<file path="config.mk">
export PLATFORM = sky130hd
export DESIGN_NAME = note_key_scheduler
export DESIGN_NICKNAME = d
export VERILOG_FILES = /design/src/rtl/note_pkg.sv /design/src/rtl/key_debouncer.sv /design/src/rtl/note_key_scheduler.sv
export SDC_FILE = /design/constraint.sdc
export NUM_CORES = 1
export LEC_CHECK = 0
export BUFFER_PORTS_ARGS = -buffer_cell sky130_fd_sc_hd__buf_2
export CAP_MARGIN = 30
export CORE_MARGIN = 3
export CORE_UTILIZATION = 40
export CTS_BUF_LIST = sky130_fd_sc_hd__clkbuf_8
export DETAILED_ROUTE_END_ITERATION = 10
export GPL_ROUTABILITY_DRIVEN = 0
export SLEW_MARGIN = 30
export SYNTH_ARGS = -nofsm -noshare
export SYNTH_HDL_FRONTEND = slang
export SYNTH_SLANG_ARGS = --single-unit
</file>
<file path="constraint.sdc">
create_clock -name clk -period 4.05 [get_ports clk]
set_input_delay 0.2025 -clock clk [delete_from_list [all_inputs] [get_ports clk]]
set_output_delay 0.2025 -clock clk [all_outputs]
set_load 0.02 [all_outputs]
</file>
<file path="src/rtl/note_pkg.sv">
// Shared note codes, FSM state encoding and the key-to-note mapping
// for the push-button note scheduler.
package note_pkg;

    localparam logic [3:0] NOTE_A       = 4'd0;
    localparam logic [3:0] NOTE_B       = 4'd1;
    localparam logic [3:0] NOTE_C       = 4'd2;
    localparam logic [3:0] NOTE_D       = 4'd3;
    localparam logic [3:0] NOTE_SILENCE = 4'hF;

    typedef enum logic [1:0] {
        IDLE = 2'd0,
        PLAY = 2'd1,
        GAP  = 2'd2
    } state_t;

    // Key index to tone-generator note code; keys beyond D map straight through.
    function automatic logic [3:0] key_to_note(input logic [3:0] k);
        case (k)
            4'd0:    return NOTE_A;
            4'd1:    return NOTE_B;
            4'd2:    return NOTE_C;
            4'd3:    return NOTE_D;
            default: return k;
        endcase
    endfunction

endpackage

</file>
<file path="src/rtl/key_debouncer.sv">
// One push-button: two-flop synchroniser followed by a stability counter.
// Emits the debounced level plus one-cycle press/release pulses that are
// registered together with the level flip.
module key_debouncer #(
    parameter int DEBOUNCE_CYCLES = 500000
) (
    input  logic clk,
    input  logic resetn,
    input  logic key_n,
    output logic pressed,
    output logic press_pulse,
    output logic release_pulse
);

    localparam int              CW      = $clog2(DEBOUNCE_CYCLES) + 1;
    localparam logic [CW-1:0]   DB_LAST = CW'(DEBOUNCE_CYCLES - 1);

    logic          sync_p0;
    logic          sync_p1;
    logic [CW-1:0] cnt;

    // Synchroniser; resets to "released" so a key held through reset is seen as a fresh press.
    always_ff @(posedge clk) begin
        if (!resetn) begin
            sync_p0 <= 1'b1;
            sync_p1 <= 1'b1;
        end else begin
            sync_p0 <= key_n;
            sync_p1 <= sync_p0;
        end
    end

    // Count consecutive cycles the synced level disagrees with the accepted level; flip on the last one.
    always_ff @(posedge clk) begin
        if (!resetn) begin
            cnt           <= '0;
            pressed       <= 1'b0;
            press_pulse   <= 1'b0;
            release_pulse <= 1'b0;
        end else begin
            press_pulse   <= 1'b0;
            release_pulse <= 1'b0;
            if (~sync_p1 == pressed) begin
                cnt <= '0;
            end else if (cnt == DB_LAST) begin
                cnt           <= '0;
                pressed       <= ~sync_p1;
                press_pulse   <= ~sync_p1;
                release_pulse <= sync_p1;
            end else begin
                cnt <= cnt + 1'b1;
            end
        end
    end

endmodule

</file>
<file path="src/rtl/note_key_scheduler.sv">
// Chooses the note driven into the single-note tone generator from the
// debounced push-buttons: last-note priority, a guaranteed minimum note
// length, and a short silence between two different notes.
module note_key_scheduler
    import note_pkg::*;
#(
    parameter int NUM_KEYS        = 4,
    parameter int DEBOUNCE_CYCLES = 500000,
    parameter int MIN_NOTE_CYCLES = 2500000,
    parameter int GAP_CYCLES      = 250000
) (
    input  logic                clk,
    input  logic                resetn,
    input  logic [NUM_KEYS-1:0] key_n,
    output logic [3:0]          note,
    output logic [NUM_KEYS-1:0] active_key,
    output logic                note_change
);

    localparam int            TMAX     = (MIN_NOTE_CYCLES > GAP_CYCLES) ? MIN_NOTE_CYCLES : GAP_CYCLES;
    localparam int            TW       = $clog2(TMAX) + 1;
    localparam logic [TW-1:0] MIN_LOAD = TW'(MIN_NOTE_CYCLES - 1);
    localparam logic [TW-1:0] GAP_LOAD = TW'(GAP_CYCLES - 1);

    logic [NUM_KEYS-1:0] pressed;
    logic [NUM_KEYS-1:0] press_pulse;
    logic [NUM_KEYS-1:0] release_pulse;

    state_t        state;
    logic [3:0]    cur;
    logic          pend_vld;
    logic [3:0]    pend_key;
    logic [TW-1:0] timer;

    logic [NUM_KEYS-1:0] press_other;
    logic                pend_nxt_vld;
    logic [3:0]          pend_nxt_key;
    logic                keep_cur;
    logic                gap_go;
    logic [3:0]          gap_key;

    // Lowest set index; 0 when the vector is empty (callers guard with |v).
    function automatic logic [3:0] lowest(input logic [NUM_KEYS-1:0] v);
        logic [3:0] r;
        r = 4'd0;
        for (int i = NUM_KEYS - 1; i >= 0; i--) begin
            if (v[i]) r = 4'(i);
        end
        return r;
    endfunction

    function automatic logic [NUM_KEYS-1:0] onehot(input logic [3:0] k);
        logic [NUM_KEYS-1:0] r;
        for (int i = 0; i < NUM_KEYS; i++) begin
            r[i] = (k == 4'(i));
        end
        return r;
    endfunction

    function automatic logic bit_at(input logic [NUM_KEYS-1:0] v, input logic [3:0] k);
        return |(v & onehot(k));
    endfunction

    for (genvar i = 0; i < NUM_KEYS; i++) begin : g_key
        key_debouncer #(
            .DEBOUNCE_CYCLES(DEBOUNCE_CYCLES)
        ) u_db (
            .clk          (clk),
            .resetn       (resetn),
            .key_n        (key_n[i]),
            .pressed      (pressed[i]),
            .press_pulse  (press_pulse[i]),
            .release_pulse(release_pulse[i])
        );
    end

    // Pending target including this cycle's events (later rules override earlier ones), and the
    // note to resume after a gap.
    always_comb begin
        press_other  = press_pulse & ~onehot(cur);
        pend_nxt_vld = pend_vld;
        pend_nxt_key = pend_key;
        if (|press_other) begin
            pend_nxt_vld = 1'b1;
            pend_nxt_key = lowest(press_other);
        end
        if (bit_at(release_pulse, cur)) begin
            if (|pressed) begin
                pend_nxt_vld = 1'b1;
                pend_nxt_key = lowest(pressed);
            end else begin
                pend_nxt_vld = 1'b0;
            end
        end
        if (bit_at(press_pulse, cur)) begin
            pend_nxt_vld = 1'b1;
            pend_nxt_key = cur;
        end
        keep_cur = pend_nxt_vld && (pend_nxt_key == cur);

        gap_go  = 1'b0;
        gap_key = 4'd0;
        if (pend_vld && bit_at(pressed, pend_key)) begin
            gap_go  = 1'b1;
            gap_key = pend_key;
        end else if (|pressed) begin
            gap_go  = 1'b1;
            gap_key = lowest(pressed);
        end
    end

    // Scheduler FSM with registered note, active_key and note_change outputs.
    always_ff @(posedge clk) begin
        if (!resetn) begin
            state       <= IDLE;
            cur         <= 4'd0;
            pend_vld    <= 1'b0;
            pend_key    <= 4'd0;
            timer       <= '0;
            note        <= NOTE_SILENCE;
            active_key  <= '0;
            note_change <= 1'b0;
        end else begin
            note_change <= 1'b0;
            case (state)
                IDLE: begin
                    if (|press_pulse) begin
                        state       <= PLAY;
                        cur         <= lowest(press_pulse);
                        pend_vld    <= 1'b1;
                        pend_key    <= lowest(press_pulse);
                        timer       <= MIN_LOAD;
                        note        <= key_to_note(lowest(press_pulse));
                        active_key  <= onehot(lowest(press_pulse));
                        note_change <= 1'b1;
                    end
                end
                PLAY: begin
                    pend_vld <= pend_nxt_vld;
                    pend_key <= pend_nxt_key;
                    if (timer != '0) begin
                        timer <= timer - 1'b1;
                    end else if (!keep_cur) begin
                        state       <= GAP;
                        timer       <= GAP_LOAD;
                        note        <= NOTE_SILENCE;
                        active_key  <= '0;
                        note_change <= 1'b1;
                    end
                end
                GAP: begin
                    if (timer != '0) begin
                        timer <= timer - 1'b1;
                    end else if (gap_go) begin
                        state       <= PLAY;
                        cur         <= gap_key;
                        pend_vld    <= 1'b1;
                        pend_key    <= gap_key;
                        timer       <= MIN_LOAD;
                        note        <= key_to_note(gap_key);
                        active_key  <= onehot(gap_key);
                        note_change <= 1'b1;
                    end else begin
                        state    <= IDLE;
                        pend_vld <= 1'b0;
                    end
                end
                default: begin
                    state      <= IDLE;
                    pend_vld   <= 1'b0;
                    note       <= NOTE_SILENCE;
                    active_key <= '0;
                end
            endcase
        end
    end

endmodule
</file>
; Word-level counts from Yosys, hierarchy flattened
; Cells that the tools add are included.
[totals]
input_bits = 6
register_bits = 143
out_inout_bits = 9
[classes]
addsub = 5
n_mux = 65
n_eq_ne = 30
bitwise = 18
reduce_logical = 34
[ops]
columns = cell, n
row1 = 2-to-1 mux 4 bit, 30
row2 = 2-to-1 mux 23 bit, 5
row3 = adder 20 x 1 -> 20 bit (second input constant), 4
row4 = == test 20 x 19 -> 1 bit (second input constant), 4
row5 = one-hot mux 23 bit (3 select lines), 1
row6 = one-hot mux 4 bit (3 select lines), 3
row7 = == test 4 x 2 -> 1 bit (second input constant), 8
row8 = one-hot mux 4 bit (4 select lines), 2
row9 = OR reduction 3 bit, 8
row10 = OR reduction 4 bit, 6
row11 = nonzero test 23 bit, 1
row12 = subtractor 23 x 1 -> 23 bit (second input constant), 1
row13 = AND 4 bit, 4
row14 = == test 4 x 1 -> 1 bit (second input constant), 4
row15 = zero test 4 bit, 4
row16 = AND reduction 4 bit, 4
row17 = 2-to-1 mux 2 bit, 7
row18 = 2-to-1 mux 1 bit, 13
row19 = NOT 1 bit, 13
row20 = != test 2 bit (second input constant), 5
row21 = AND reduction 2 bit, 5
row22 = one-hot mux 4 bit (2 select lines), 1
row23 = != test 3 bit (second input constant), 2
row24 = one-hot mux 1 bit (3 select lines), 2
row25 = other kinds (11), 15

; Logic depth before layout (Yosys ltp)
; Gate-level depths: netlist of run 1.
[logic_depth]
ltp_word = 16
mapped_depth = 13
mapped_depth_nobuf = 11

; Hierarchy
; A second synthesis of run 1 with hierarchy kept.
[unflattened]
cells_unflattened = 875
hier_area_um2 = 7342.0
[modules_own_cells]
columns = module, area_each_um2, n_inst, cells_per_inst, seq_area_each_um2
row1 = key_debouncer, 1091.0, 4, 121, 500.5
row2 = note_key_scheduler, 2977.9, 1, 391, 860.8

; Worst setup path after synthesis of run 1
; No wires, ideal clock.
[synth_timing]
kind = reg-to-reg
from = register timer[0]
to = register cur[1]
synth_period_minus_slack_ps = 2968
stages_incl_launch_ff = 14
slack_ps = 1082
required_time_ps = 3914
setup_time_ps = 136
arrival_ps = 2833
path_cell_list = dfxtp_1 > inv_1 > ha_1 > or4b_4 > nor4_4 > nand4_2 > or4_1 > buf_6 > o21ai_4 > nand2_2 > or2_1 > buf_6 > nor2_1 > a211oi_2
[synth_between]
elab_chain_cells = 3
[synth_rtl]
columns = element, line
row1 = "start, declared", note_key_scheduler.sv:33  ; logic [TW-1:0] timer;
row2 = "start signal, assigned", note_key_scheduler.sv:142  ; timer <= timer - 1'b1;
row3 = "start signal, assigned", note_key_scheduler.sv:153  ; timer <= timer - 1'b1;
row4 = nonzero test 23 bit, note_key_scheduler.sv:152  ; if (timer != '0) begin
row5 = != test 2 bit (no line), --
row6 = AND reduction 4 bit (no line), --
row7 = "end signal, assigned", note_key_scheduler.sv:129  ; cur <= lowest(press_pulse);
row8 = "end signal, assigned", note_key_scheduler.sv:156  ; cur <= gap_key;
row9 = "end, declared", note_key_scheduler.sv:30  ; logic [3:0] cur;
; Every way passes these cells.
; A chain may end at the register's enable or synchronous reset.

; Worst setup path in the final report of run 1
[layout_timing]
from = register timer[0]
to = register timer[4]
[layout_between]
elab_chain_cells = 3
[layout_rtl]
columns = element, line
row1 = subtractor 23 x 1 -> 23 bit / nonzero test 23 bit (equally long branches), --
row2 = 2-to-1 mux 23 bit (tied with other cells), note_key_scheduler.sv:152
row3 = one-hot mux 23 bit (3 select lines) / AND reduction 4 bit (equally long branches), --
; Several ways; a longest one is shown, not always the timed one.

==> results.yml, run 1 <==
synthesis:
  syn_area_per_cell_sq_um: 8.368
  syn_inst: 830
  ys_warn_count: 0
  synth_nets: 845
  synth_top_area_share_pct: 41.22
  ys_seq_area_share_pct: 41.22
  netlist_area_sq_um: 6945
  synth_cell_type_count: 73
  async_reset_ff_share_pct: 0
  synth_edf_count: 0
  ys.flop_type: "dfxtp_1"
  yosys-top-cells-area: "dfxtp_1, nor2_1, xor2_1"
  ys_seq_elements: 143
  synth_top_cell_by_area: "dfxtp_1"
drt:
  ant_nets: 0
  wl_per_cell_um: 13.19
  drt_iter0_markers: 307
  drcViolationCount: 0
  vias_per_cell: 5.243
  dr.pass1.iters: 5
  wl_um: 14060
  vias: 5589
global_route:
  track_usage_pct: 15.68
  grt_antenna_before_repair: 0
  grt_pass1_vias: 4994
  grt.overflow.total: 0
  grt_max_degree: 53
  grt_pass1_wl_um: 23880
place:
  pre_cts_ws_ns: 0.6746
  io_buffers: 14
  dp_hpwl_um: 9449
  placed_area_sq_um: 7146
pwr:
  seqPwrFrac_pct: 37.8
  pwr-share-comb_pct: 34.0
  p_per_area_nw_per_um2: 548.3
  power.leakage_nw: 2.619
  sw_frac_of_total_pct: 37.31
  cell_internal_pwr_mw: 2.612
  switchingPower_mw: 1.554
  p_clk_share_pct: 28.2
  ir_drop_v: 0.0002892
sta:
  fin_ws_ns: 0.6172
  finalSetupViolCount: 0
  fmax_mhz: 291.3
  setup_tns_ns: 0
  relSlewSlack_pct: 52.88
  worst_slew_pin_slew_ns: 0.7068
  finalCritPeriodShare_pct: 84.76
  fin_crit_ns: 3.433
  drv_slew: 0
  rsz0062_at_grt: "no"
  skew_ns: 0.01351
  finalHoldViolCount: 0
critical_path:
  crit_fanout: 10
  critPathKind: "reg -> reg"
  crit_path_start_kind: "flop"
  worst_setup_path_end_kind: "flop"
  arrival_ns: 3.79
  required_ns: 4.40
floorplan:
  die_w_um: 137.8
  core_area_sq_um: 16760
  die_h_um: 137.8
  rows: 47
  die-area_sq_um: 18980
  ios: 15
  start_util_pct: 41.44
finish:
  nets: 848
  seqCellArea_sq_um: 2863
  syn_to_final_growth_pct: 9.404
  final_common_cell: "dfxtp_1"
  layout-drive-gt1-share_pct: 9.338
  fin_area_sq_um: 7599
  utilization_pct: 45.34
  n_fill_cell: 1667
  final_cell_mix: "dfxtp_1, nor2_1, nand2_1, xor2_1, o21ai_0"
  antennaDiodeCount: 0
  multi_input_area_sq_um: 3844
clock_network:
  numCtsBuffers: 17
  clockBufferDepth: 2
  clkSinkCount: 143
  cts_tree: "done"
  clkTransAtPathRegs_ns: 0.08
  insertion_delay_ns: 0.46
  cts-root-buf: "clkbuf_8"
  cts_htree_levels: 4
  cts_resized: 0
outcome:
  outcome: "completed"
job:
  drv_cap: 0
min_path:
  hold_class: "in -> reg"
-- state kept, by name, summed over array words and instances, names as in the netlist --
name                      count
g_key.u_db.release_pulse      4
pend_key                      4
pend_vld                      1
g_key.u_db.cnt               80
g_key.u_db.press_pulse        4
state                         2
g_key.u_db.pressed            4
active_key                    4
g_key.u_db.sync_p1            4
g_key.u_db.sync_p0            4
timer                        23
note                          4
cur                           4
note_change                   1
-- cells in the mapped netlist, types with 3 or more instances --
cell	count
a211oi_1	4
a21bo_2	3
a21o_1	3
a21oi_1	34
a31o_1	5
a31o_2	3
a31oi_1	9
and3_1	21
and4_1	5
buf_2	5
buf_6	3
clkbuf_1	27
dfxtp_1	143
ha_1	9
inv_1	19
mux2_2	4
mux2i_1	13
nand2_1	82
nand2b_1	17
nand3_1	32
nand4_1	14
nor2_1	132
nor2b_1	4
nor3_1	21
nor3b_1	3
nor4_1	11
nor4b_1	4
o211ai_1	5
o21a_1	4
o21ai_0	40
o21bai_1	4
o22ai_1	3
o31ai_1	3
or3_1	19
or4_1	4
xnor2_1	24
xor2_1	45
-- per-layer routing --
metal	routed length [um]	track usage [%]	vias to the layer above
li1	-	-	2910
met1	7100	21.17	2587
met2	6307	24.51	73
met3	448	3.798	19
met4	206	5.434	0
met5	0	0	-
-- cell families after synthesis --
kind of cell | synth area share, %
compound gates | 14.75
xor+xnor | 8.701
fa+ha+maj | 1.621
buf+inv | 3.441
flops | 41.22
mux | 2.522
simple gates | 27.74
-- per-stage QoR --
stage               hold WS (ns)  instances  total power [mW]
global route              0.3060       1066             4.432
detailed placement        0.3878       1030             3.005
floorplan                 0.3040        830             2.761
finish                    0.3091       1066             4.166
global placement          0.3832       1030             3.004
CTS                       0.2763       1066             4.206
-- path summary, 6_finish.rpt --
check,startpoint,to,slack [ns],cells past startpoint
worst max register to register,timer[0],timer[4],0.62,10
worst max-delay path,timer[0],timer[4],0.62,10
worst min register to register,g_key[1].u_db.sync_p0,g_key[1].u_db.sync_p1,0.41,1
worst min-delay path,resetn,g_key[1].u_db.sync_p1,0.31,3
-- final cells by class --
cell class / count / share of cell area (%)
Inverter: 19 / 0.9386
Multi-Input combinational cell: 631 / 50.58
Tap cell: 220 / 3.623
Sequential cell: 143 / 37.68
Timing Repair Buffer: 21 / 1.745
Clock inverter: 13 / 1.992
Clock buffer: 19 / 3.441
-- critical path, stage by stage, from the launching register on --
cell     delay, ns
dfxtp_1       0.34
inv_1         0.08
ha_1          0.20
or4b_4        0.52
nor4_4        0.33
nand4_2       0.21
or4_1         0.68
a21oi_2       0.45
o21ai_0       0.13
and3_1        0.22
a31o_1        0.17
-- power by group through the flow --
stage	Combinational (mW)	Clock [mW]	Sequential (mW)
final	1.42	1.17	1.57
after global routing	1.57	1.28	1.59
after CTS	1.41	1.22	1.57
after detailed placement	1.40	0	1.60
after global placement	1.40	0	1.61
after floorplan	1.16	0	1.60
-- what timing repair did --
action / CTS / global route
endpoints found under the setup margin: 0 / 0
endpoints found under the hold margin: 4 / 0
setup buffers: 0 / 0
hold buffers: 4 / 0
Note: power is estimated with default switching activity, not from simulation.
==> run 2: changes to the inputs <==
==> constraint.sdc (replaced) <==
create_clock -name clk -period 3.5 [get_ports clk]
set_input_delay 0.175 -clock clk [delete_from_list [all_inputs] [get_ports clk]]
set_output_delay 0.175 -clock clk [all_outputs]
set_load 0.02 [all_outputs]
==> run 2 against run 1 <==
Via count down 0.88%. Die area unchanged. Final cell count up 0.28%. Critical path depth is 1 higher. Combinational power rose by 20%. Non-clock buffer count grew 3. Maximum frequency up 7.6%. Global-route usage shrank 0.074 points. Critical path type unchanged. Sequential power increased by 16%. Register-to-register slack worse by 0.31 ns. Count of clock-buffer cells in the layout shrank 1.
==> results.yml, run 2 (synthesis results as in run 1) <==
clock_network:
  cts_setup_buffers: 0
  cts_tree: "done"
  clockBufferDepth: 2
  insertion_delay_ns: 0.44
  clkTransAtPathRegs_ns: 0.09
  cts-root-buf: "clkbuf_8"
  numCtsBuffers: 17
  clkSinkCount: 143
  cts_htree_levels: 4
drt:
  drt_iter0_markers: 452
  ant_nets: 0
  vias: 5540
  wl_um: 14050
  vias_per_cell: 5.182
  wl_per_cell_um: 13.15
  dr.pass1.iters: 7
  drcViolationCount: 0
finish:
  layout-drive-gt1-share_pct: 9.776
  n_fill_cell: 1630
  seqCellArea_sq_um: 2864
  syn_to_final_growth_pct: 9.746
  nets: 851
  top_register: "g_key.u_db.cnt"
  final_cell_mix: "dfxtp_1, nor2_1, nand2_1, xor2_1, o21ai_0"
  utilization_pct: 45.48
  largest_reg_flops: 80
  multi_input_area_sq_um: 3855
  final_common_cell: "dfxtp_1"
  stdcell_count: 1069
  reg_top3: "g_key.u_db.cnt: 80 flops, timer: 23 flops"
  antennaDiodeCount: 0
min_path:
  min_path_cells: 3
  holdPathEnd: "g_key[2].u_db.sync_p1"
  hold_class: "in -> reg"
  hp-start: "resetn"
pwr:
  power.leakage_nw: 2.638
  total_power_mw: 4.863
  ir_drop_v: 0.0004357
  p_per_area_nw_per_um2: 638.0
floorplan:
  start_util_pct: 41.44
  die_h_um: 137.8
  ios: 15
  core_area_sq_um: 16760
  die-area_sq_um: 18980
  rows: 47
  die_w_um: 137.8
critical_path:
  cp_cell_sequence: "inv_1 -> ha_1 -> or4b_4 -> nor4_4 -> nand4_2 -> or4_4 -> o21ai_4 -> nand2_2 -> or2_1 -> mux2i_1 -> nor2_1"
  worstRegToRegCells: 11
  crit_slowest_cell: "or4_4"
  worst_setup_path_end_kind: "flop"
  crit_fanout: 7
  cp_top_family: "simple AND/OR/NAND/NOR gates"
  slowest_delay_ns: 0.54
  arrival_ns: 3.50
  reg2reg_to: "cur[0]"
  r2r_slack_ns: 0.31
  critPathKind: "reg -> reg"
  crit_path_start_kind: "flop"
  path_buf_inv: 1
  required_ns: 3.81
  r2r-start: "timer[0]"
  critPathLaunch: "timer[0]"
outcome:
  outcome: "completed"
sta:
  fmax_mhz: 313.4
  relSlewSlack_pct: 48.51
  worst_slew_pin_slew_ns: 0.7715
  finalHoldViolCount: 0
  skew_ns: 0.01253
  drv_slew: 0
  rsz0062_at_grt: "no"
  setup_tns_ns: 0
  finalSetupViolCount: 0
  fin_ws_ns: 0.3088
  fin_crit_ns: 3.191
  finalCritPeriodShare_pct: 91.18
place:
  dp_hpwl_um: 9321
  place_inst: 1033
  pre_cts_ws_ns: 0.1880
  io_buffers: 14
job:
  drv_cap: 0
global_route:
  grt_max_degree: 52
  grt_pass1_vias: 5086
  grt_pass1_wl_um: 24090
  track_usage_pct: 15.61
  grt.overflow.total: 0
  grt_antenna_before_repair: 0
-- run 2: how the worst max path moves through the flow --
| stage | end | cells after the start |
|---|---|---|
| floorplan | cur[1] | 13 |
| global placement | timer[4] | 10 |
| detailed placement | timer[4] | 10 |
| CTS | timer[4] | 10 |
| global route | cur[0] | 11 |
| finish | cur[0] | 11 |
-- run 2: tightest hold or removal path: stages --
cell	delay [ns]
buf_2	0.10
buf_4	0.28
nand2b_1	0.13
-- run 2: repair_timing --
item | CTS | global route
hold endpoints to repair | 4 | 0
setup endpoints to repair | 0 | 10
resized for setup | 0 | 3
hold buffers | 4 | 0
-- run 2: routing by layer --
metal | track usage, % | routed length (um)
met1 | 21.29 | 7082
met5 | 0 | 0
met3 | 4.492 | 534
met4 | 4.061 | 142
met2 | 24.27 | 6294
-- run 2: through the flow --
| step | hold slack [ns] | cell area, sq um |
|---|---|---|
| CTS | 0.2600 | 7610 |
| finish | 0.2910 | 7622 |
| global placement | 0.3575 | 7168 |
| global route | 0.2832 | 7622 |
| detailed placement | 0.3575 | 7168 |
| floorplan | 0.2765 | 6945 |
-- run 2: layout make-up --
type | count | share of cell area [%]
clock buffer | 18 | 3.250
inverter | 19 | 0.9357
tap | 220 | 3.611
sequential | 143 | 37.57
timing repair buffer | 24 | 2.035
multi-input combinational | 631 | 50.57
clock inverter | 14 | 2.019
-- run 2: power breakdown --
group	internal, mW	switching, mW	total, mW
clock network	0.664	0.677	1.34
registers	1.73	0.0964	1.82
logic	0.660	1.04	1.70
total	3.05	1.81	4.86
